`config.mk`:
```
export PLATFORM = sky130hd
export DESIGN_NAME = conf_int_add__opnd_stage
export DESIGN_NICKNAME = d
export VERILOG_FILES = /design/src/rtl/conf_int_add_pkg.sv /design/src/rtl/conf_int_add__opnd_prep.sv /design/src/rtl/conf_int_add__opnd_stage.sv
export SDC_FILE = /design/constraint.sdc
export NUM_CORES = 1
export LEC_CHECK = 0
export ABC_AREA = 1
export BUFFER_PORTS_ARGS = -buffer_cell sky130_fd_sc_hd__clkbuf_2
export CAP_MARGIN = 20
export CORE_ASPECT_RATIO = 0.6
export CORE_MARGIN = 2
export CORE_UTILIZATION = 25
export CTS_CLUSTER_SIZE = 28
export DETAILED_ROUTE_END_ITERATION = 6
export GPL_TIMING_DRIVEN = 0
export SETUP_SLACK_MARGIN = 0.05
export SLEW_MARGIN = 20
export SYNTH_ARGS = -nofsm -noshare
export SYNTH_HDL_FRONTEND = slang
export SYNTH_HIERARCHICAL = 1
export SYNTH_SLANG_ARGS = --single-unit
```
`constraint.sdc`:
```
create_clock -name clk -period 2.5 [get_ports clk]
set_clock_uncertainty 0.15 [all_clocks]
set_input_delay 0.625 -clock clk [delete_from_list [all_inputs] [get_ports clk]]
set_output_delay 0.625 -clock clk [all_outputs]
set_load 0.01 [all_outputs]
```
`src/rtl/conf_int_add_pkg.sv`:
```
// Shared definitions for the configurable integer adder operand stage.
//   state_t              : skid-buffer occupancy encoding
//   ST_EMPTY/ONE/FULL    : occupancy states
//   RND_TRUNC/HALF_UP    : operand reduction modes
package conf_int_add_pkg;

  typedef logic [1:0] state_t;

  localparam state_t ST_EMPTY = 2'd0;
  localparam state_t ST_ONE   = 2'd1;
  localparam state_t ST_FULL  = 2'd2;

  localparam int unsigned RND_TRUNC   = 0;
  localparam int unsigned RND_HALF_UP = 1;

endpackage

```
`src/rtl/conf_int_add__opnd_prep.sv`:
```
// Combinational reduction of one operand to OP_BITWIDTH MSB-aligned bits.
//   x : raw operand
//   y : prepared operand, low DATA_PATH_BITWIDTH-OP_BITWIDTH bits zero
// With RND_HALF_UP the half-LSB is added first; the sum wraps modulo 2^DATA_PATH_BITWIDTH.
module conf_int_add__opnd_prep
  import conf_int_add_pkg::*;
#(
  parameter int unsigned OP_BITWIDTH        = 16,
  parameter int unsigned DATA_PATH_BITWIDTH = 16,
  parameter int unsigned RND_MODE           = RND_TRUNC
) (
  input  logic [DATA_PATH_BITWIDTH-1:0] x,
  output logic [DATA_PATH_BITWIDTH-1:0] y
);

  localparam int unsigned L = DATA_PATH_BITWIDTH - OP_BITWIDTH;

  if (L == 0) begin : g_pass
    assign y = x;
  end else begin : g_reduce
    localparam logic [DATA_PATH_BITWIDTH-1:0] One  = 1;
    localparam logic [DATA_PATH_BITWIDTH-1:0] Half = One << (L - 1);
    localparam logic [DATA_PATH_BITWIDTH-1:0] Mask = ~((One << L) - One);

    logic [DATA_PATH_BITWIDTH-1:0] sum;

    if (RND_MODE == RND_HALF_UP) begin : g_round
      assign sum = x + Half;
    end else begin : g_trunc
      assign sum = x;
    end

    assign y = sum & Mask;
  end

endmodule

```
`src/rtl/conf_int_add__opnd_stage.sv`:
```
// Registered operand-preparation stage in front of the configurable integer adder.
//   clk, rst            : clock, asynchronous active-low reset
//   in_valid/in_ready   : upstream handshake, in_a/in_b raw operands
//   out_valid/out_ready : downstream handshake, a/b prepared operands
//   pair_cnt            : wrapping count of delivered pairs
// Operands are prepared before storage; a two-entry skid buffer (main + skid slot)
// keeps in_ready free of any combinational path from out_ready.
module conf_int_add__opnd_stage
  import conf_int_add_pkg::*;
#(
  parameter int unsigned OP_BITWIDTH        = 16,
  parameter int unsigned DATA_PATH_BITWIDTH = 16,
  parameter int unsigned RND_MODE           = RND_TRUNC,
  parameter int unsigned CNT_BITWIDTH       = 16
) (
  input  logic                          clk,
  input  logic                          rst,
  input  logic                          in_valid,
  output logic                          in_ready,
  input  logic [DATA_PATH_BITWIDTH-1:0] in_a,
  input  logic [DATA_PATH_BITWIDTH-1:0] in_b,
  output logic                          out_valid,
  input  logic                          out_ready,
  output logic [DATA_PATH_BITWIDTH-1:0] a,
  output logic [DATA_PATH_BITWIDTH-1:0] b,
  output logic [CNT_BITWIDTH-1:0]       pair_cnt
);

  localparam int unsigned W = DATA_PATH_BITWIDTH;

  state_t                  state_q, state_d;
  logic [W-1:0]            main_a_q, main_a_d, main_b_q, main_b_d;
  logic [W-1:0]            skid_a_q, skid_a_d, skid_b_q, skid_b_d;
  logic [CNT_BITWIDTH-1:0] cnt_q, cnt_d;
  logic [W-1:0]            prep_a, prep_b;
  logic                    accept, consume;

  conf_int_add__opnd_prep #(
    .OP_BITWIDTH        (OP_BITWIDTH),
    .DATA_PATH_BITWIDTH (DATA_PATH_BITWIDTH),
    .RND_MODE           (RND_MODE)
  ) u_prep_a (
    .x (in_a),
    .y (prep_a)
  );

  conf_int_add__opnd_prep #(
    .OP_BITWIDTH        (OP_BITWIDTH),
    .DATA_PATH_BITWIDTH (DATA_PATH_BITWIDTH),
    .RND_MODE           (RND_MODE)
  ) u_prep_b (
    .x (in_b),
    .y (prep_b)
  );

  assign accept  = in_valid & in_ready;
  assign consume = out_valid & out_ready;

  // State register
  always_ff @(posedge clk or negedge rst) begin
    if (!rst) begin
      state_q  <= ST_EMPTY;
      main_a_q <= '0;
      main_b_q <= '0;
      skid_a_q <= '0;
      skid_b_q <= '0;
      cnt_q    <= '0;
    end else begin
      state_q  <= state_d;
      main_a_q <= main_a_d;
      main_b_q <= main_b_d;
      skid_a_q <= skid_a_d;
      skid_b_q <= skid_b_d;
      cnt_q    <= cnt_d;
    end
  end

  // Next-state and slot updates
  always_comb begin
    state_d  = state_q;
    main_a_d = main_a_q;
    main_b_d = main_b_q;
    skid_a_d = skid_a_q;
    skid_b_d = skid_b_q;
    cnt_d    = cnt_q + CNT_BITWIDTH'(consume);
    unique case (state_q)
      ST_EMPTY: begin
        if (accept) begin
          state_d  = ST_ONE;
          main_a_d = prep_a;
          main_b_d = prep_b;
        end
      end
      ST_ONE: begin
        if (accept && consume) begin
          main_a_d = prep_a;
          main_b_d = prep_b;
        end else if (accept) begin
          state_d  = ST_FULL;
          skid_a_d = prep_a;
          skid_b_d = prep_b;
        end else if (consume) begin
          state_d = ST_EMPTY;
        end
      end
      ST_FULL: begin
        if (consume) begin
          state_d  = ST_ONE;
          main_a_d = skid_a_q;
          main_b_d = skid_b_q;
        end
      end
      default: state_d = ST_EMPTY;
    endcase
  end

  // Outputs: pure decode of registered state; rst gates in_ready low during reset
  always_comb begin
    in_ready  = rst && (state_q != ST_FULL);
    out_valid = (state_q != ST_EMPTY);
    a         = main_a_q;
    b         = main_b_q;
    pair_cnt  = cnt_q;
  end

endmodule
```
==> key figures, run 1 <==
Clock tree
  • Number of buffers created by CTS: 9
  • Post-CTS setup buffer count: 0
  • Clk pin slew, worst setup/hold paths: 0.07 ns
  • Hold bufs inserted after CTS: 0
  • CTS tree: done
  • Bufs on Longest Clock Path: 2
  • H-Tree Depth: 3
  • CTS Sinks: 82
  • Post-cts gate resize count: 0
  • Clk root buf: clkbuf_16
  • Clock Latency Late Sink: 0.34 ns

Place
  • Buffers on Ports: 53
  • DP Worst Slack: -0.205 ns
  • Post-Place Cells: 755
  • Hpwl dp: between 7000 and 8000 µm
  • Routability cong.: around 0.79

STA
  • Max-slew violations: 0
  • Final setup fails: 0
  • Unrepaired setup endpoints after global routing: false
  • Worst-margin pin slew: roughly 0.47 ns
  • Final WS setup: roughly 0.37 ns
  • Crit path time final: approximately 2.1 ns
  • Final Hold Fails: 0
  • Fmax: around 470 MHz
  • Tcrit/Tclk final: ~85%
  • Max_slew headroom: between 60% and 70%

Critical path
  • Worst R2R Start: state_q[1]
  • Family with the most delay on the worst path: simple AND/OR/NAND/NOR gates
  • Max Fanout on Critical Path: 4
  • Reg2Reg Setup Slack: roughly 0.37 ns
  • CP Data Arrival Time: roughly 2.2 ns
  • RR Endpoint: pair_cnt[14]
  • Slowest stage delay, CP: between 0.4 and 0.5 ns
  • Worst R2R Path Depth: 10
  • Critical Path RT: 2.60 ns
  • WP buf/inv: 2
  • Crit Path Category: reg2reg
  • Crit path max-delay cell type: dfrtp_1
  • Critical path startpoint category: flop
  • Crit end category: flop
  • Crit-path cells: inv_2 > nand2_1 > nand3_1 > inv_1 > ha_1 > nand2_1 > nor2_1 > nand3_1 > nor2_1 > xor2_1

Pwr
  • Net Switching: 1.84 mW
  • Int Power: 3.38 mW
  • Sw Ratio: a little over a third
  • Clk network pwr share: between 20% and 30%
  • Pwr Total: 5.22 mW
  • Register share of total power: 41.9%
  • Max VDD drop: roughly 0.00049 V
  • Leak: approximately 2.5 nW
  • P per Cell Area: about 1100 nW/µm²
  • Combinational power share: about a third

Route
  • Vias/cell: ~4.3
  • DR WL met2: 4010 µm
  • WL per Instance: about 14 µm
  • Wl on met1: between 5000 and 6000 µm
  • Top layer in use: met4
  • Detail Route Antenna Nets: 0
  • DRC violations left: 0
  • Via count: roughly 3.3k
  • Initial drt markers: roughly 290
  • Final WL: ~11,000 µm
  • DRT Pass-1 Iters: 4
  • Met3 wire length: between 700 and 800 µm

Die
  • Ports: 86
  • Core ar.: between 15,000 and 20,000 µm²
  • Die Wd: roughly 170 µm
  • Die ar.: 17,400 µm²
  • Die span in y: a little over 100 µm
  • Row count: 36
  • Initial Util: between 20 and 30%

Yosys
  • Syn_nets: 531
  • Yosys cell types: 25
  • FF+latch count, synth: slightly above 80
  • Syn Area/Cell: about 8.3 µm²
  • Syn Inst Count: just under 500
  • Total number of yosys warnings: 6
  • Mapped Area: between 4000 and 5000 µm²
  • Sequential fraction of the synthesis area: approximately half

Finish
  • # diodes: 0
  • Layout area overhead: 20.7%
  • Layout Cells excl Fill: 771
  • Util after Layout: between 30% and 40%
  • Final nets: 595
  • Layout fillers: 1,738
  • Share of layout cells above drive strength 1: 23.8%

Global routing
  • First-pass GRT wire length: around 17,000 µm
  • Global route overflow: 0
  • Vias in the first global route: 3,129
  • Total Routing Usage GR: between 10% and 20%
  • Initial antenna violation count: 0
  • Largest net degree at the start of global routing: 86

Worst hold path
  • Worst hold path class: in2async

Flow run
  • Max-Cap Viols: 0

Outcome
  • Status: finished, final reports clean
## synth_stat cells
cell type | instances | area (µm²)
nand3_2 | 1 | 10.0
nand2_1 | 130 | 488
a21oi_1 | 2 | 10.0
xor2_1 | 6 | 52.6
clkbuf_2 | 2 | 10.0
o21ai_1 | 9 | 45.0
nand3_1 | 69 | 345
nand3b_1 | 3 | 22.5
inv_2 | 4 | 15.0
inv_1 | 43 | 161
xnor2_1 | 5 | 43.8
a21oi_4 | 1 | 16.3
nand4_2 | 1 | 12.5
ha_1 | 2 | 25.0
clkbuf_1 | 2 | 7.51
o21ai_0 | 55 | 275
buf_4 | 37 | 278
buf_2 | 13 | 65.1
nor2_4 | 2 | 22.5
nand4_1 | 1 | 6.26
nand2_2 | 1 | 6.26
buf_6 | 3 | 33.8
dfrtp_1 | 82 | 2050
nor2_1 | 18 | 67.6
o21bai_2 | 1 | 11.3
## kinds of logic after synthesis
family / Yosys count / share of synthesized area (%)
adders and majority gates: 2 / 0.613
buffers and inverters: 104 / 14.0
and+or+nand+nor: 226 / 24.0
xor gates and xnor gates: 11 / 2.36
DFF: 82 / 50.3
AOI/OAI and AO/OA: 68 / 8.76
## per-layer routing
metal | GRT usage [%] | up-vias
li1 | - | 1677
met1 | 20.1 | 1549
met2 | 17.5 | 88
met3 | 4.34 | 7
met4 | 3.16 | 0
met5 | 0 | -
## cell usage in the layout, fill, tap and decap left out
master      Yosys  routed
ha_1            2       2
clkbuf_16       0       9
nand3_2         1       1
clkinvlp_4      0       2
o21bai_2        1       1
inv_2           4       4
nand2_1       130     130
clkinv_4        0       1
nor2_1         18      18
nand3_1        69      69
inv_6           0       1
clkbuf_1        2       3
o21ai_0        55      55
buf_2          13      13
inv_1          43      43
a21oi_4         1       1
clkbuf_2        2      54
nand3b_1        3       3
xnor2_1         5       5
nand4_2         1       1
nand2_2         1       1
nand4_1         1       1
buf_12          0       1
xor2_1          6       6
nor2_4          2       2
clkbuf_8        0       1
buf_4          37      37
a21oi_1         2       2
bufinv_16       0       1
dfrtp_1        82      82
o21ai_1         9       9
buf_6           3       3
## worst max-delay path by stage
stage / from / end / slack (ns) / cells after the start
2_1_floorplan: out_ready / pair_cnt[14] / 0.64 / 8
3_3_place_gp: rst / skid_a_q[0] / -1.45 / 5
3_5_place_dp: rst / skid_b_q[11] / -0.20 / 5
4_1_cts: rst / in_ready / 0.10 / 4
5_1_grt: state_q[1] / pair_cnt[14] / 0.14 / 10
6_report: state_q[1] / pair_cnt[14] / 0.37 / 10
## registers in the layout, summed over array words and instances, names as in the netlist
signal    count
b            16
pair_cnt     16
skid_b_q     16
a            16
skid_a_q     16
state_q       2
## power by group through the flow
stage	combinational (mW)	clock (mW)	sequential, mW
6_report	1.67	1.36	2.18
5_1_grt	1.95	1.47	2.26
4_1_cts	1.71	1.41	2.18
3_5_place_dp	1.70	0	2.21
3_3_place_gp	1.68	0	2.21
2_1_floorplan	0.931	0	2.30
## metrics by stage
step                hold WS [ns]  instance area [µm²]  setup TNS (ns)
finish                    0.0669                 4930               0
global route              0.0873                 4930               0
CTS                        0.216                 4920               0
detailed placement         0.343                 4620           -3.38
global placement           0.343                 4610         -121.15
floorplan                  0.179                 4080               0
## cell type report
type / count / area (µm²) / share of cell area, %
flip-flops and latches: 82 / 2050 / 41.6
multi-input cells: 307 / 1460 / 29.6
plain buffers: 57 / 394 / 7.99
repair buffers: 53 / 280 / 5.69
well taps: 209 / 262 / 5.30
clock buffers: 11 / 243 / 4.92
inverters: 47 / 176 / 3.58
clock inverters: 5 / 62.6 / 1.27
No activity file was read; power rests on OpenSTA's default activity.
==> inputs of run 2 (changes only) <==
Settings changed: CORE_UTILIZATION 25 to 30, SETUP_SLACK_MARGIN 0.05 to 0.02.
==> key figures, run 2 (synthesized netlist as in run 1, its figures left out) <==
Outcome
  • Status: finished, final reports clean

STA
  • Tcrit/Tclk final: 91.0% (+5.8 points)
  • Crit path time final: 2.28 ns (+0.144 ns)
  • Fmax: 439 MHz (-6.3%)
  • Final setup fails: 0 (unchanged)
  • Max-slew violations: 0 (unchanged)
  • Worst-margin pin slew: 0.654 ns (+0.181 ns)
  • Final Hold Fails: 0 (unchanged)
  • Final WS setup: 0.224 ns (-0.144 ns)
  • Unrepaired setup endpoints after global routing: false
  • Setup TNS: 0 ns (unchanged)
  • Max_slew headroom: 56.4% (-12 points)

Place
  • Hpwl dp: 7560 µm (-1.9%)
  • Routability cong.: 0.757 (-4.4%)
  • Placed cell areas: 4570 µm² (-1.1%)
  • DP Worst Slack: -0.188 ns (+0.0168 ns)
  • Post-Place Cells: 716 (-5.2%)
  • Buffers on Ports: 53 (unchanged)

Die
  • Core ar.: 13,100 µm² (-19%)
  • Row count: 32 (-11%)
  • Initial Util: 31.3% (+6.0 points)
  • Die Wd: 155 µm (-8.5%)
  • Die ar.: 14,600 µm² (-16%)
  • Ports: 86 (unchanged)
  • Die span in y: 94.4 µm (-8.4%)

Global routing
  • Global route overflow: 0 (unchanged)
  • Initial antenna violation count: 0 (unchanged)
  • First-pass GRT wire length: 16,900 µm (-2.5%)
  • Largest net degree at the start of global routing: 86 (unchanged)
  • Total Routing Usage GR: 14.8% (+1.7 points)
  • Vias in the first global route: 3,367 (+7.6%)

Clock tree
  • CTS tree: done
  • Hold bufs inserted after CTS: 0 (unchanged)
  • CTS Sinks: 82 (unchanged)
  • Clk pin slew, worst setup/hold paths: 0.06 ns (about the same)
  • Clock Latency Late Sink: 0.33 ns (about the same)
  • Number of buffers created by CTS: 9 (unchanged)
  • H-Tree Depth: 3 (unchanged)
  • Clk root buf: clkbuf_16
  • Bufs on Longest Clock Path: 2 (unchanged)

Route
  • Final WL: 10,400 µm (-1.4%)
  • Wl on met1: 5240 µm (-8.3%)
  • Via count: 3,388 (+2.0%)
  • WL per Instance: 14.2 µm (+3.9%)
  • Initial drt markers: 187 (-35%)
  • Met3 wire length: 639 µm (-16%)
  • Top layer in use: met4
  • DR WL met2: 4470 µm (+11%)
  • Vias/cell: 4.63 (+7.5%)
  • DRC violations left: 0 (unchanged)
  • Detail Route Antenna Nets: 0 (unchanged)
  • DRT Pass-1 Iters: 6 (+2)

Finish
  • Commonest non-fill, non-tap cells in the layout: nand2_1 (130), dfrtp_1 (82), nand3_1 (69)
  • Layout Cells excl Fill: 732 (-5.1%)
  • Layout area overhead: 20.1%
  • Share of layout cells above drive strength 1: 24.0% (+0.18 points)
  • Commonest non-fill, non-tap cell in the layout: nand2_1
  • Final nets: 595 (unchanged)
  • Finished Cell Area: 4900 µm² (-0.51%)
  • # diodes: 0 (unchanged)

Critical path
  • Crit path max-delay cell type: buf_8
  • Crit-path cells: buf_8 > inv_1 > nor2_1 > clkbuf_2
  • WP buf/inv: 3 (+1)
  • Crit end category: output pin
  • CP Data Arrival Time: 1.50 ns (-0.74 ns)
  • Slowest stage delay, CP: 0.47 ns (+0.05 ns)
  • Critical Path RT: 1.73 ns (-0.87 ns)
  • Critical path startpoint category: input port
  • Max Fanout on Critical Path: 85 (+81)
  • Crit Path Category: in2out
  • Family with the most delay on the worst path: buffers and inverters

Pwr
  • Leak: 2.55 nW (+0.78%)
  • P per Cell Area: 1090 nW/µm² (+3.1%)
  • Pwr Total: 5.35 mW (+2.6%)
  • Max VDD drop: 0.000365 V (-25%)

Worst hold path
  • Worst hold path class: in2async

Flow run
  • Max-Cap Viols: 0 (unchanged)
## run 2: area by class of cell
class	instances	area (µm²)
Timing Repair Buffer	53	275
Tap cell	170	213
Clock buffer	10	239
Fill cell	1357	8150
Multi-Input combinational cell	307	1460
Sequential cell	82	2050
Inverter	47	176
Clock inverter	6	95.1
Buffer	57	394
## run 2: repair_timing
| action | CTS | global route |
|---|---|---|
| setup buffers | 0 | 0 |
| resized for setup | 0 | 1 |
| endpoints found under the setup margin | 0 | 9 |
## run 2: final timing paths
| check | startpoint | to | slack [ns] | cells past startpoint |
|---|---|---|---|---|
| setup / recovery | rst | in_ready | 0.22 | 4 |
| hold / removal | rst | pair_cnt[7] | 0.14 | 1 |
| setup reg to reg | state_q[0] | pair_cnt[14] | 0.36 | 10 |
| hold reg to reg | pair_cnt[14] | pair_cnt[14] | 0.36 | 1 |
| max in group asynchronous | rst | skid_a_q[5] | 1.60 | 1 |
| min in group clk | in_b[0] | skid_b_q[0] | 0.35 | 3 |
## run 2: worst reg2reg max path: stages (launching register included)
cell and delay (ns):
dfrtp_1 0.42, inv_2 0.07, nand2_1 0.12, nand3_1 0.17, inv_1 0.09, ha_1 0.17, nand2_1 0.06, nor2_1 0.28
nand3_1 0.18, nor2_1 0.19, xor2_1 0.16
## run 2: metal layers
| layer | vias to the layer above | track usage, % |
|---|---|---|
| met5 | - | 0 |
| li1 | 1671 | - |
| met3 | 7 | 4.13 |
| met2 | 111 | 22.4 |
| met4 | 0 | 3.40 |
| met1 | 1599 | 21.2 |
## run 2: through the flow
stage | utilization (%) | hold WS (ns)
5_1_grt | 37.6 | 0.168
6_report | 37.6 | 0.135
3_3_place_gp | 34.9 | 0.330
4_1_cts | 37.6 | 0.225
2_1_floorplan | - | 0.179
3_5_place_dp | 35.0 | 0.346
## run 2: where the power goes
| part | total, mW | internal (mW) | switching (mW) |
|---|---|---|---|
| sequential | 2.19 | 1.90 | 0.285 |
| combinational | 1.69 | 0.670 | 1.02 |
| clock | 1.48 | 0.915 | 0.560 |
==> inputs of run 3 (changes only) <==
Settings changed: ABC_AREA 1 to unset.
==> key figures, run 3 <==
STA
  • Crit path time final: 2.29 ns (+0.0121 ns)
  • Unrepaired setup endpoints after global routing: false
  • Tcrit/Tclk final: 91.5% (+0.48 points)
  • Max-slew violations: 0 (unchanged)
  • Final Hold Fails: 0 (unchanged)
  • Fmax: 437 MHz (-0.53%)
  • Worst-margin pin slew: 0.462 ns (-0.191 ns)
  • Setup TNS: 0 ns (unchanged)
  • Max_slew headroom: 69.2% (+13 points)
  • Final setup fails: 0 (unchanged)

Die
  • Core ar.: 12,100 µm² (-7.0%)
  • Row count: 31 (-3.1%)
  • Die span in y: 90.7 µm (-3.8%)
  • Die Wd: 149 µm (-3.9%)
  • Initial Util: 31.0% (-0.30 points)
  • Die ar.: 13,500 µm² (-7.6%)
  • Ports: 86 (unchanged)

Route
  • Initial drt markers: 68 (-64%)
  • DRT Pass-1 Iters: 4 (-2)
  • DRC violations left: 0 (unchanged)
  • Vias/cell: 4.43 (-4.3%)
  • Detail Route Antenna Nets: 0 (unchanged)
  • Final WL: 7880 µm (-24%)
  • Via count: 2,419 (-29%)
  • WL per Instance: 14.4 µm (+1.4%)

Global routing
  • Met1 Usage GRT: 17.3% (-4.0 points)
  • First-pass GRT wire length: 13,100 µm (-23%)
  • Vias in the first global route: 2,534 (-25%)
  • M3 GR Usage: 4.70% (+0.57 points)
  • Largest net degree at the start of global routing: 85 (-1.2%)
  • Total Routing Usage GR: 12.5% (-2.4 points)
  • Busiest grt layer: met2
  • Initial antenna violation count: 0 (unchanged)
  • Global route overflow: 0 (unchanged)
  • Met2 Resource Use GR: 18.4% (-4.0 points)

Yosys
  • Syn Inst Count: 313 (-37%)
  • Post-synth ARST share: 100% (unchanged)
  • Post-synth EDFFs: 0 (unchanged)
  • Syn Area/Cell: 12.0 µm² (+45%)
  • Commonest cells post-synth: dfrtp_1 (82), nor2_1 (34), a21oi_1 (33), buf_4 (33), mux2i_1 (33)
  • Sequential fraction of the synthesis area: 54.6% (+4.3 points)
  • Yosys cell types: 32 (+28%)
  • Main flop type after synthesis: dfrtp_1
  • Post-synth top area share: 54.6% (+4.3 points)
  • Post-synth top area cell: dfrtp_1
  • Synth area leaders: dfrtp_1 (55%), mux2i_1 (8.8%), mux2_2 (8.1%)
  • Syn_nets: 351 (-34%)
  • Count leader, synth: dfrtp_1
  • FF+latch count, synth: 82 (unchanged)
  • Total number of yosys warnings: 6 (unchanged)
  • Mapped Area: 3760 µm² (-7.9%)

Pwr
  • Clk network pwr share: 30.3% (+2.8 points)
  • Int Power: 2.86 mW (-18%)
  • Register share of total power: 48.1% (+7.3 points)
  • Combinational power share: 21.6% (-10 points)
  • Sw Ratio: 29.0% (-5.9 points)
  • Max VDD drop: 0.000309 V (-16%)
  • P per Cell Area: 892 nW/µm² (-18%)
  • Net Switching: 1.17 mW (-37%)
  • Leak: 2.27 nW (-11%)

Critical path
  • WP buf/inv: 3 (unchanged)
  • Family with the most delay on the worst path: buffers and inverters
  • Critical path startpoint category: flop
  • CP Data Arrival Time: 1.51 ns (about the same)
  • Crit end category: output pin
  • Critical Path RT: 1.73 ns (about the same)
  • Worst R2R Start: state_q[1]
  • Crit-path cells: buf_2 > nand2b_1 > buf_4 > and2_1 > clkbuf_2
  • Max Fanout on Critical Path: 16 (-81%)
  • Crit path max-delay cell type: dfrtp_1
  • Slowest stage delay, CP: 0.36 ns (-0.11 ns)
  • Crit Path Category: reg2out
  • Setup crit start: state_q[1]

Clock tree
  • CTS tree: done
  • Post-CTS setup buffer count: 0 (unchanged)
  • Clk pin slew, worst setup/hold paths: 0.06 ns (about the same)
  • Hold bufs inserted after CTS: 0 (unchanged)
  • Clk root buf: clkbuf_16
  • Number of buffers created by CTS: 9 (unchanged)
  • H-Tree Depth: 3 (unchanged)
  • CTS Sinks: 82 (unchanged)
  • Clock Latency Late Sink: 0.33 ns (about the same)
  • Post-cts gate resize count: 1 (+1)
  • Bufs on Longest Clock Path: 2 (unchanged)

Worst hold path
  • Worst hold path class: in2async

Finish
  • Register area: 2050 µm² (unchanged)
  • Area of the multi-input gates: 1350 µm² (-7.5%)
  • Share of layout cells above drive strength 1: 38.3% (+14 points)
  • Commonest non-fill, non-tap cells in the layout: dfrtp_1 (82), clkbuf_2 (52), nor2_1 (34)
  • Layout fillers: 1,217 (-10%)
  • # diodes: 0 (unchanged)
  • Util after Layout: 37.2% (-0.33 points)
  • Final nets: 414 (-30%)
  • Commonest non-fill, non-tap cell in the layout: dfrtp_1
  • Layout area overhead: 20.2% (about the same)

Place
  • Hpwl dp: 5520 µm (-27%)
  • Routability cong.: 0.734 (-2.9%)
  • Buffers on Ports: 53 (unchanged)

Flow run
  • Max-Cap Viols: 0 (unchanged)

Outcome
  • Status: finished, final reports clean
==> run 3: cell count changes after synthesis, sizes merged, moves of 4 or more <==
cell    change
nor2       +14
mux2       +32
nand3      -65
o21ai      -64
inv        -43
a21oi      +30
nand2     -127
buf         -6
mux2i      +33
clkbuf      -4
==> run 3: worst reg2reg max path, delay by kind of cell (launching register included) <==
family | cells | cell delay [ns]
adders and majority gates | 1 | 0.20
buffers and inverters | 2 | 0.32
AOI/OAI and AO/OA | 1 | 0.22
xor gates and xnor gates | 1 | 0.13
DFF | 1 | 0.33
and+or+nand+nor | 3 | 0.69
==> run 3: path summary, 6_finish.rpt <==
path / slack [ns] / to / cells past startpoint
worst min register to register: 0.33 / pair_cnt[15] / 1
worst min-delay path: 0.08 / a[2] / 1
worst max register to register: 0.34 / pair_cnt[12] / 8
min in group clk: 0.33 / pair_cnt[15] / 1
max in group asynchronous: 1.80 / skid_a_q[9] / 1
worst max-delay path: 0.21 / in_ready / 5
==> run 3: kinds of logic after synthesis <==
logic type / share of synthesized area (%)
xor gates and xnor gates: 3.26
and+or+nand+nor: 8.12
muxes: 18.4
DFF: 54.6
adders and majority gates: 0.665
buffers and inverters: 9.51
AOI/OAI and AO/OA: 5.52
==> run 3: layer usage <==
layer | vias to the layer above | part of all wire (%)
met3 | 10 | 5.9
met2 | 61 | 43
met4 | 0 | 0.90
met1 | 1182 | 50
met5 | - | 0
li1 | 1166 | -
==> run 3: through the flow <==
step | cells | setup slack (ns) | cell area (µm²) | hold WS [ns] | power, mW
6_report | 546 | 0.212 | 4520 | 0.0763 | 4.03
5_1_grt | 546 | 0.0733 | 4520 | 0.0980 | 4.32
4_1_cts | 546 | 0.162 | 4520 | 0.0882 | 4.11
3_5_place_dp | 531 | -0.370 | 4240 | 0.324 | 2.86
3_3_place_gp | 531 | -1.54 | 4230 | 0.305 | 2.81
2_1_floorplan | 313 | 0.516 | 3760 | 0.179 | 2.49
==> run 3: cell type report <==
cell class              instances  share of cell area [%]
plain buffers                  46                    7.47
repair buffers                 53                    6.31
flip-flops and latches         82                    45.4
multi-input cells             180                    29.9
clock buffers                  12                    5.45
inverters                       4                   0.332
clock inverters                 4                   0.609
well taps                     165                    4.57
==> run 3: power groups by stage <==
stage	clock [mW]	combinational, mW	sequential, mW
global route	1.34	0.977	2.00
floorplan	0	0.485	2.01
CTS	1.27	0.894	1.94
global placement	0	0.860	1.95
finish	1.22	0.871	1.94
detailed placement	0	0.893	1.96
